===== src/rtl/bram_arbiter.sv =====
// -----------------------------------------------------------------------------
// bram_arbiter
//
// Shares one single-port Gowin BSRAM (Gowin_SP: ce/oce/wre/ad/din/dout) between
// two independent requesters A and B. Round-robin arbitration issues at most one
// BRAM command per cycle. Read tags travel alongside the BRAM latency, so each
// read response returns to the requester that issued the read.
//
// Optional build macro:
//   BRAM_INIT_EN  - after reset, sweep INIT_VALUE into every BRAM address
//                   (busy=1, no grants) before normal operation starts.
//
// Parameters:
//   AW         BRAM address width
//   DW         BRAM data width
//   RD_LAT     cycles from BRAM command cycle to valid dout (legal 1..4)
//   INIT_VALUE fill value for the init sweep (used only with BRAM_INIT_EN)
//
// Ports:
//   clk, rst_n                          clock, async active-low reset
//   a_req/a_we/a_addr/a_wdata  (in)     requester A command, held until a_gnt
//   a_gnt, a_rvalid            (out)    A accepted this cycle / A read data valid
//   b_*                                 same as A, for requester B
//   rdata                      (out)    shared read data, qualified by x_rvalid
//   busy                       (out)    init sweep in progress
//   bram_ce/oce/wre/ad/din     (out)    BRAM command port
//   bram_dout                  (in)     BRAM read data
// -----------------------------------------------------------------------------
module bram_arbiter #(
  parameter int            AW         = 3,
  parameter int            DW         = 8,
  parameter int            RD_LAT     = 2,
  parameter logic [DW-1:0] INIT_VALUE = '0
) (
  input  logic          clk,
  input  logic          rst_n,
  input  logic          a_req,
  input  logic          a_we,
  input  logic [AW-1:0] a_addr,
  input  logic [DW-1:0] a_wdata,
  output logic          a_gnt,
  output logic          a_rvalid,
  input  logic          b_req,
  input  logic          b_we,
  input  logic [AW-1:0] b_addr,
  input  logic [DW-1:0] b_wdata,
  output logic          b_gnt,
  output logic          b_rvalid,
  output logic [DW-1:0] rdata,
  output logic          busy,
  output logic          bram_ce,
  output logic          bram_oce,
  output logic          bram_wre,
  output logic [AW-1:0] bram_ad,
  output logic [DW-1:0] bram_din,
  input  logic [DW-1:0] bram_dout
);

  localparam logic [0:0] ST_INIT = 1'b0;
  localparam logic [0:0] ST_RUN  = 1'b1;

`ifdef BRAM_INIT_EN
  localparam logic [0:0] ST_RESET = ST_INIT;
`else
  localparam logic [0:0] ST_RESET = ST_RUN;
`endif

  logic [0:0]        r_state;
  logic [AW-1:0]     r_init_addr;
  logic              r_prio_b;      // 1: B wins a tie (A was granted last)
  logic              r_bram_wre;
  logic [AW-1:0]     r_bram_ad;
  logic [DW-1:0]     r_bram_din;
  logic [RD_LAT-1:0] r_tag_v;       // read in flight at this pipeline stage
  logic [RD_LAT-1:0] r_tag_b;       // 1: that read belongs to B
  logic              r_a_rvalid;
  logic              r_b_rvalid;

  logic              w_run;
  logic              w_a_gnt;
  logic              w_b_gnt;
  logic              w_gnt;
  logic              w_we;
  logic [AW-1:0]     w_addr;
  logic [DW-1:0]     w_wdata;

  assign w_run = (r_state == ST_RUN);

  // NOTE: every signal written in an always_comb gets a default first, so no
  // path leaves it unassigned and no latch is inferred.
  always_comb begin
    w_a_gnt = 1'b0;
    w_b_gnt = 1'b0;
    if (w_run) begin
      if (a_req && (!b_req || !r_prio_b)) begin
        w_a_gnt = 1'b1;
      end else if (b_req) begin
        w_b_gnt = 1'b1;
      end
    end
  end

  assign w_gnt   = w_a_gnt | w_b_gnt;
  assign w_we    = w_b_gnt ? b_we    : a_we;
  assign w_addr  = w_b_gnt ? b_addr  : a_addr;
  assign w_wdata = w_b_gnt ? b_wdata : a_wdata;

  // NOTE: sequential state uses non-blocking assignments so every register
  // samples pre-edge values, independent of block ordering.
  always_ff @(posedge clk or negedge rst_n) begin
    if (!rst_n) begin
      r_state     <= ST_RESET;
      r_init_addr <= '0;
    end else if (r_state == ST_INIT) begin
      r_init_addr <= r_init_addr + 1'b1;
      if (r_init_addr == '1) begin
        r_state <= ST_RUN;
      end
    end
  end

  always_ff @(posedge clk or negedge rst_n) begin
    if (!rst_n) begin
      r_prio_b <= 1'b0;
    end else if (w_a_gnt) begin
      r_prio_b <= 1'b1;
    end else if (w_b_gnt) begin
      r_prio_b <= 1'b0;
    end
  end

  // Command register: address/data hold when idle, only wre drops.
  always_ff @(posedge clk or negedge rst_n) begin
    if (!rst_n) begin
      r_bram_wre <= 1'b0;
      r_bram_ad  <= '0;
      r_bram_din <= '0;
    end else if (r_state == ST_INIT) begin
      r_bram_wre <= 1'b1;
      r_bram_ad  <= r_init_addr;
      r_bram_din <= INIT_VALUE;
    end else if (w_gnt) begin
      r_bram_wre <= w_we;
      r_bram_ad  <= w_addr;
      r_bram_din <= w_wdata;
    end else begin
      r_bram_wre <= 1'b0;
    end
  end

  // Read tags enter together with the command and reach the output register
  // exactly when the BRAM output register presents the data. Clearing them on
  // reset is what discards reads that were in flight.
  always_ff @(posedge clk or negedge rst_n) begin
    if (!rst_n) begin
      r_tag_v    <= '0;
      r_tag_b    <= '0;
      r_a_rvalid <= 1'b0;
      r_b_rvalid <= 1'b0;
    end else begin
      r_tag_v[0] <= w_gnt & ~w_we;
      r_tag_b[0] <= w_b_gnt;
      for (int i = 1; i < RD_LAT; i++) begin
        r_tag_v[i] <= r_tag_v[i-1];
        r_tag_b[i] <= r_tag_b[i-1];
      end
      r_a_rvalid <= r_tag_v[RD_LAT-1] & ~r_tag_b[RD_LAT-1];
      r_b_rvalid <= r_tag_v[RD_LAT-1] &  r_tag_b[RD_LAT-1];
    end
  end

  assign a_gnt    = w_a_gnt;
  assign b_gnt    = w_b_gnt;
  assign a_rvalid = r_a_rvalid;
  assign b_rvalid = r_b_rvalid;
  // dout is only meaningful in a response cycle; gate it so rdata is 0 otherwise.
  assign rdata    = (r_a_rvalid | r_b_rvalid) ? bram_dout : '0;

`ifdef BRAM_INIT_EN
  assign busy     = (r_state == ST_INIT);
`else
  assign busy     = 1'b0;
`endif

  assign bram_ce  = 1'b1;
  assign bram_oce = 1'b1;
  assign bram_wre = r_bram_wre;
  assign bram_ad  = r_bram_ad;
  assign bram_din = r_bram_din;

endmodule


===== config.mk =====
export PLATFORM = sky130hd
export DESIGN_NAME = bram_arbiter
export DESIGN_NICKNAME = d
export VERILOG_FILES = /design/src/rtl/bram_arbiter.sv
export SDC_FILE = /design/constraint.sdc
export NUM_CORES = 1
export LEC_CHECK = 0
export CAP_MARGIN = 10
export CORE_MARGIN = 2
export CORE_UTILIZATION = 41
export DETAILED_ROUTE_END_ITERATION = 7
export PLACE_DENSITY = 0.89
export SKIP_LAST_GASP = 1
export SLEW_MARGIN = 20
export SYNTH_ARGS = -nofsm -noshare
export SYNTH_HDL_FRONTEND = slang
export SYNTH_SLANG_ARGS = --single-unit

===== constraint.sdc =====
create_clock -name clk -period 2.7 [get_ports clk]
set_input_delay 0.54 -clock clk [delete_from_list [all_inputs] [get_ports clk]]
set_output_delay 0.54 -clock clk [all_outputs]
set_load 0.05 [all_outputs]

# Yosys cells after proc, flatten, opt, wreduce, memory -nomap -nowiden
# Index checks and enable logic that the tools add are counted.
# classes
n_addsub,1
eq_ne,2
n_mux,19
bitwise,7
n_reduce_logical,5
# op_table
operator,count
8-bit two-way mux,4
1-bit two-way mux,12
3-bit two-way mux,3
3-bit by 1-bit adder with 3-bit output (second input constant),1
1-bit bitwise AND,3
3-bit equality test (second input constant),1
1-bit logical NOT,2
2-bit by 1-bit inequality test with 1-bit output (second input constant),1
1-bit inverter,2
1-bit bitwise OR,2
2-bit nonzero test,1
1-bit logical AND,1
1-bit logical OR,1
# totals
reg_bits,23
elab_cells,44
in_bits,36
output_inout_bits,27

# Longest topological paths before layout
# depth
depth_word,8
mapped_depth,5
depth_no_buf,3

# Least setup slack after synthesis
# OpenSTA, ideal clock, no wires.
# synth_path
path_kind,reg-to-output
startpoint,"register r_b_rvalid, in the netlist b_rvalid"
endpoint,output port rdata[0]
t_required_ns,2.160
t_arrival_ns,1.559
path_buffers,0
setup_slack_ns,0.601
stages_incl_launch_ff,3
path_cell_list,dfrtp_1 > nor2_1 > nor2b_1
# synth_via
elab_chain_len,2
# synth_rtl
element,line_no,text
from (decl),77,logic r_b_rvalid;
from (signal assigned),168,r_b_rvalid <= r_tag_v[RD_LAT-1] & r_tag_b[RD_LAT-1];
1-bit bitwise OR,177,assign rdata = (r_a_rvalid | r_b_rvalid) ? bram_dout : '0;
8-bit two-way mux,177,
to (decl),49,"output logic [DW-1:0] rdata,"
# No other way between the ends.

# Worst setup path after layout
# layout_path
startpoint,input port a_req
endpoint,output port b_gnt
# layout_via
elab_chain_len,3
# layout_rtl
element,line_no,text
from (decl),37,"input logic a_req,"
1-bit logical AND,95,if (a_req && (!b_req || !r_prio_b)) begin
1-bit two-way mux,95,
1-bit two-way mux,94,if (w_run) begin
to (decl),47,"output logic b_gnt,"
# No other way between the ends.

==> results.ini <==
[finish]
post_layout_nonfiller_instances = 197
fillers = 209
antenna_cells = 0
post-route-util = 0.6588
area_growth_pct = 54.44
drive_gt1_frac = 0.1747
final_common_cell = clkdlybuf4s50_1
num-nets-final = 205
final_cell_mix = clkdlybuf4s50_1, dfrtp_1, buf_4

[routing]
drt-pass1-iter-count = 4
drc = 0
viasPerCell = 5.142
wirelength_mm = 2.847
routedWlPerCell_um = 14.45
antenna_left = 0
vias = 1013
drt_iter0_drc = 22

[clocking]
cts_made_buffers = 3
cts_tree = done
cts-root-buf = clkbuf_4
clkLatencyLatePin_ns = 0.31
cts_sinks = 23
post_cts_buffers = 0
cts_resized = 0
htreeDepth = 1
holdBufCountCts = 0
ctsLongestPathBuffers = 2
clk_pin_slew_worst_paths_ns = 0.13

[sta]
max-slew-margin-rel = 0.6474
max_freq_mhz = 433.3
worstMarginPinSlew_ns = 0.5272
rsz0062_at_grt = false
hold_ws_ns = 0.3658
finClkSkew_ns = 0.002508
min_period_over_period = 0.8548
hold_violations = 0
final.min_clock_period_ns = 2.308
finalSetupViolations = 0
finalSetupTns_ns = 0
report.final.slew_viol_count = 0

[synth]
syn_inst = 106
synth_top_family_by_area = compound AO/OA/AOI/OAI gates
synth-xor-area-share = 0.007576
synthAdderAreaFrac = 0.02165
syn_area_um2 = 1156
synth_seq_cells = 23
synth_compound_area_frac = 0.1439
ys_types = 31
ys_warn_count = 0
async_flop_share = 1.000
synth-simple-area-share = 0.1342
syn_area_per_cell_um2 = 10.91
ys.flop_type = dfrtp_1
synth_edf_count = 0
synthMuxAreaShare = 0.1082
seq_area_frac_synth = 0.4989

[grt]
top_usage_layer = met2
grt_max_degree = 20
met1_usage = 0.2012
met3_usage = 0.05442
track_usage = 0.1856
overflow = 0
use_met2 = 0.3498
first_global_vias = 1011
antenna_found_initial = 0
grt_pass1_wl_mm = 4.623

[setup_path]
worst_setup_path_end_kind = output port
arrival_ns = 1.77
worst-path-max-fanout = 7
critical_path_class = primary input to output port
worstPathRequired_ns = 2.16
start_kind = primary input

[power_and_ir_drop]
p_clk_frac = 0.174
p_comb_frac = 0.394
internal_power_uw = 578.7
leakagePower_nw = 0.7867
p_sw_uw = 331.9
seq_power_share = 0.432
power_density_nw_per_um2 = 510.0
switching_share = 0.3645
irDropWorstVdd_v = 0.0003523

[flow_run]
cap_viol_max_count = 0

[placement]
gp_congestion = 0.7055
io_buffers = 59
placed_cells = 193
dp_hpwl_mm = 2.361

[die]
fp-row-count = 19
ioPinCount = 63
core_area_um2 = 2710
die_x_um = 57.10
dieArea_um2 = 3260
die_y_um = 57.10
initial_core_util = 0.4266

[outcome]
run_status = complete, no violations

[worst_hold_path]
hp-class = register to register

metal layers:
metal	vias to the layer above	routed length [um]	share of wire
met5	-	0	0
met4	0	28	0.0098
met3	4	264	0.093
met2	54	1496	0.53
met1	472	1058	0.37
li1	483	-	-
power groups by stage:
stage	Combinational (mW)	Clock, mW	Sequential (mW)
detailed placement	0.360	0	0.401
floorplan	0.129	0	0.484
CTS	0.361	0.162	0.394
global placement	0.353	0	0.400
global route	0.376	0.181	0.398
finish	0.358	0.159	0.394
synthesized netlist by cell type (3+ instances only):
cell	n	share of area
buf_4	3	0.019
o21ai_1	8	0.035
inv_1	4	0.013
mux2i_1	8	0.069
nor3_1	3	0.013
buf_2	4	0.017
mux2_2	4	0.039
dfrtp_1	22	0.48
o22ai_1	4	0.022
buf_6	3	0.029
nand3_1	6	0.026
nor2b_1	10	0.054
worst max-delay path: stages:
cell,delay (ns)
clkdlybuf4s50_1,0.54
a21bo_2,0.29
and3_1,0.23
buf_12,0.16
logic make-up after synthesis:
logic type | after synthesis
AOI/OAI and AO/OA | 24
other | 2
xor gates and xnor gates | 1
muxes | 12
buffers and inverters | 14
DFF | 23
adders and majority gates | 2
and+or+nand+nor | 28
flip-flops by register name, summed over array words and instances, names as in the netlist:
signal / count
r_prio_b: 1
r_tag_b: 2
bram_wre: 1
r_tag_v: 2
b_rvalid: 1
r_state: 1
r_init_addr: 3
bram_ad: 3
a_rvalid: 1
bram_din: 8
layout make-up:
type / instances / area (um2) / share of cell area
clock buffers: 3 / 22.52 / 0.01261
clock inverters: 1 / 5.005 / 0.002803
inverters: 4 / 15.01 / 0.008409
multi-input cells: 70 / 491.7 / 0.2754
flip-flops and latches: 23 / 576.8 / 0.3231
well taps: 31 / 38.79 / 0.02172
repair buffers: 65 / 635.6 / 0.3560
through the flow:
| step | power, mW | setup slack [ns] | area, um2 |
|---|---|---|---|
| final | 0.9106 | 0.3920 | 1785 |
| after global routing | 0.9547 | 0.3709 | 1785 |
| after CTS | 0.9179 | 0.3999 | 1785 |
| after detailed placement | 0.7610 | 0.4096 | 1758 |
| after global placement | 0.7525 | 0.4072 | 1758 |
| after floorplan | 0.6131 | 0.6015 | 1160 |
final timing paths:
path / from / to / slack [ns] / depth (start not counted)
worst max-delay path: a_req / b_gnt / 0.39 / 4
worst min-delay path: r_tag_v[0] / r_tag_v[1] / 0.37 / 0
worst max register to register: r_state / bram_din[7] / 1.25 / 5
worst min register to register: r_tag_v[0] / r_tag_v[1] / 0.37 / 0
max in group asynchronous: rst_n / r_state / 1.50 / 2
min in group asynchronous: rst_n / bram_din[5] / 0.56 / 1
(Power assumes the default switching activity.)
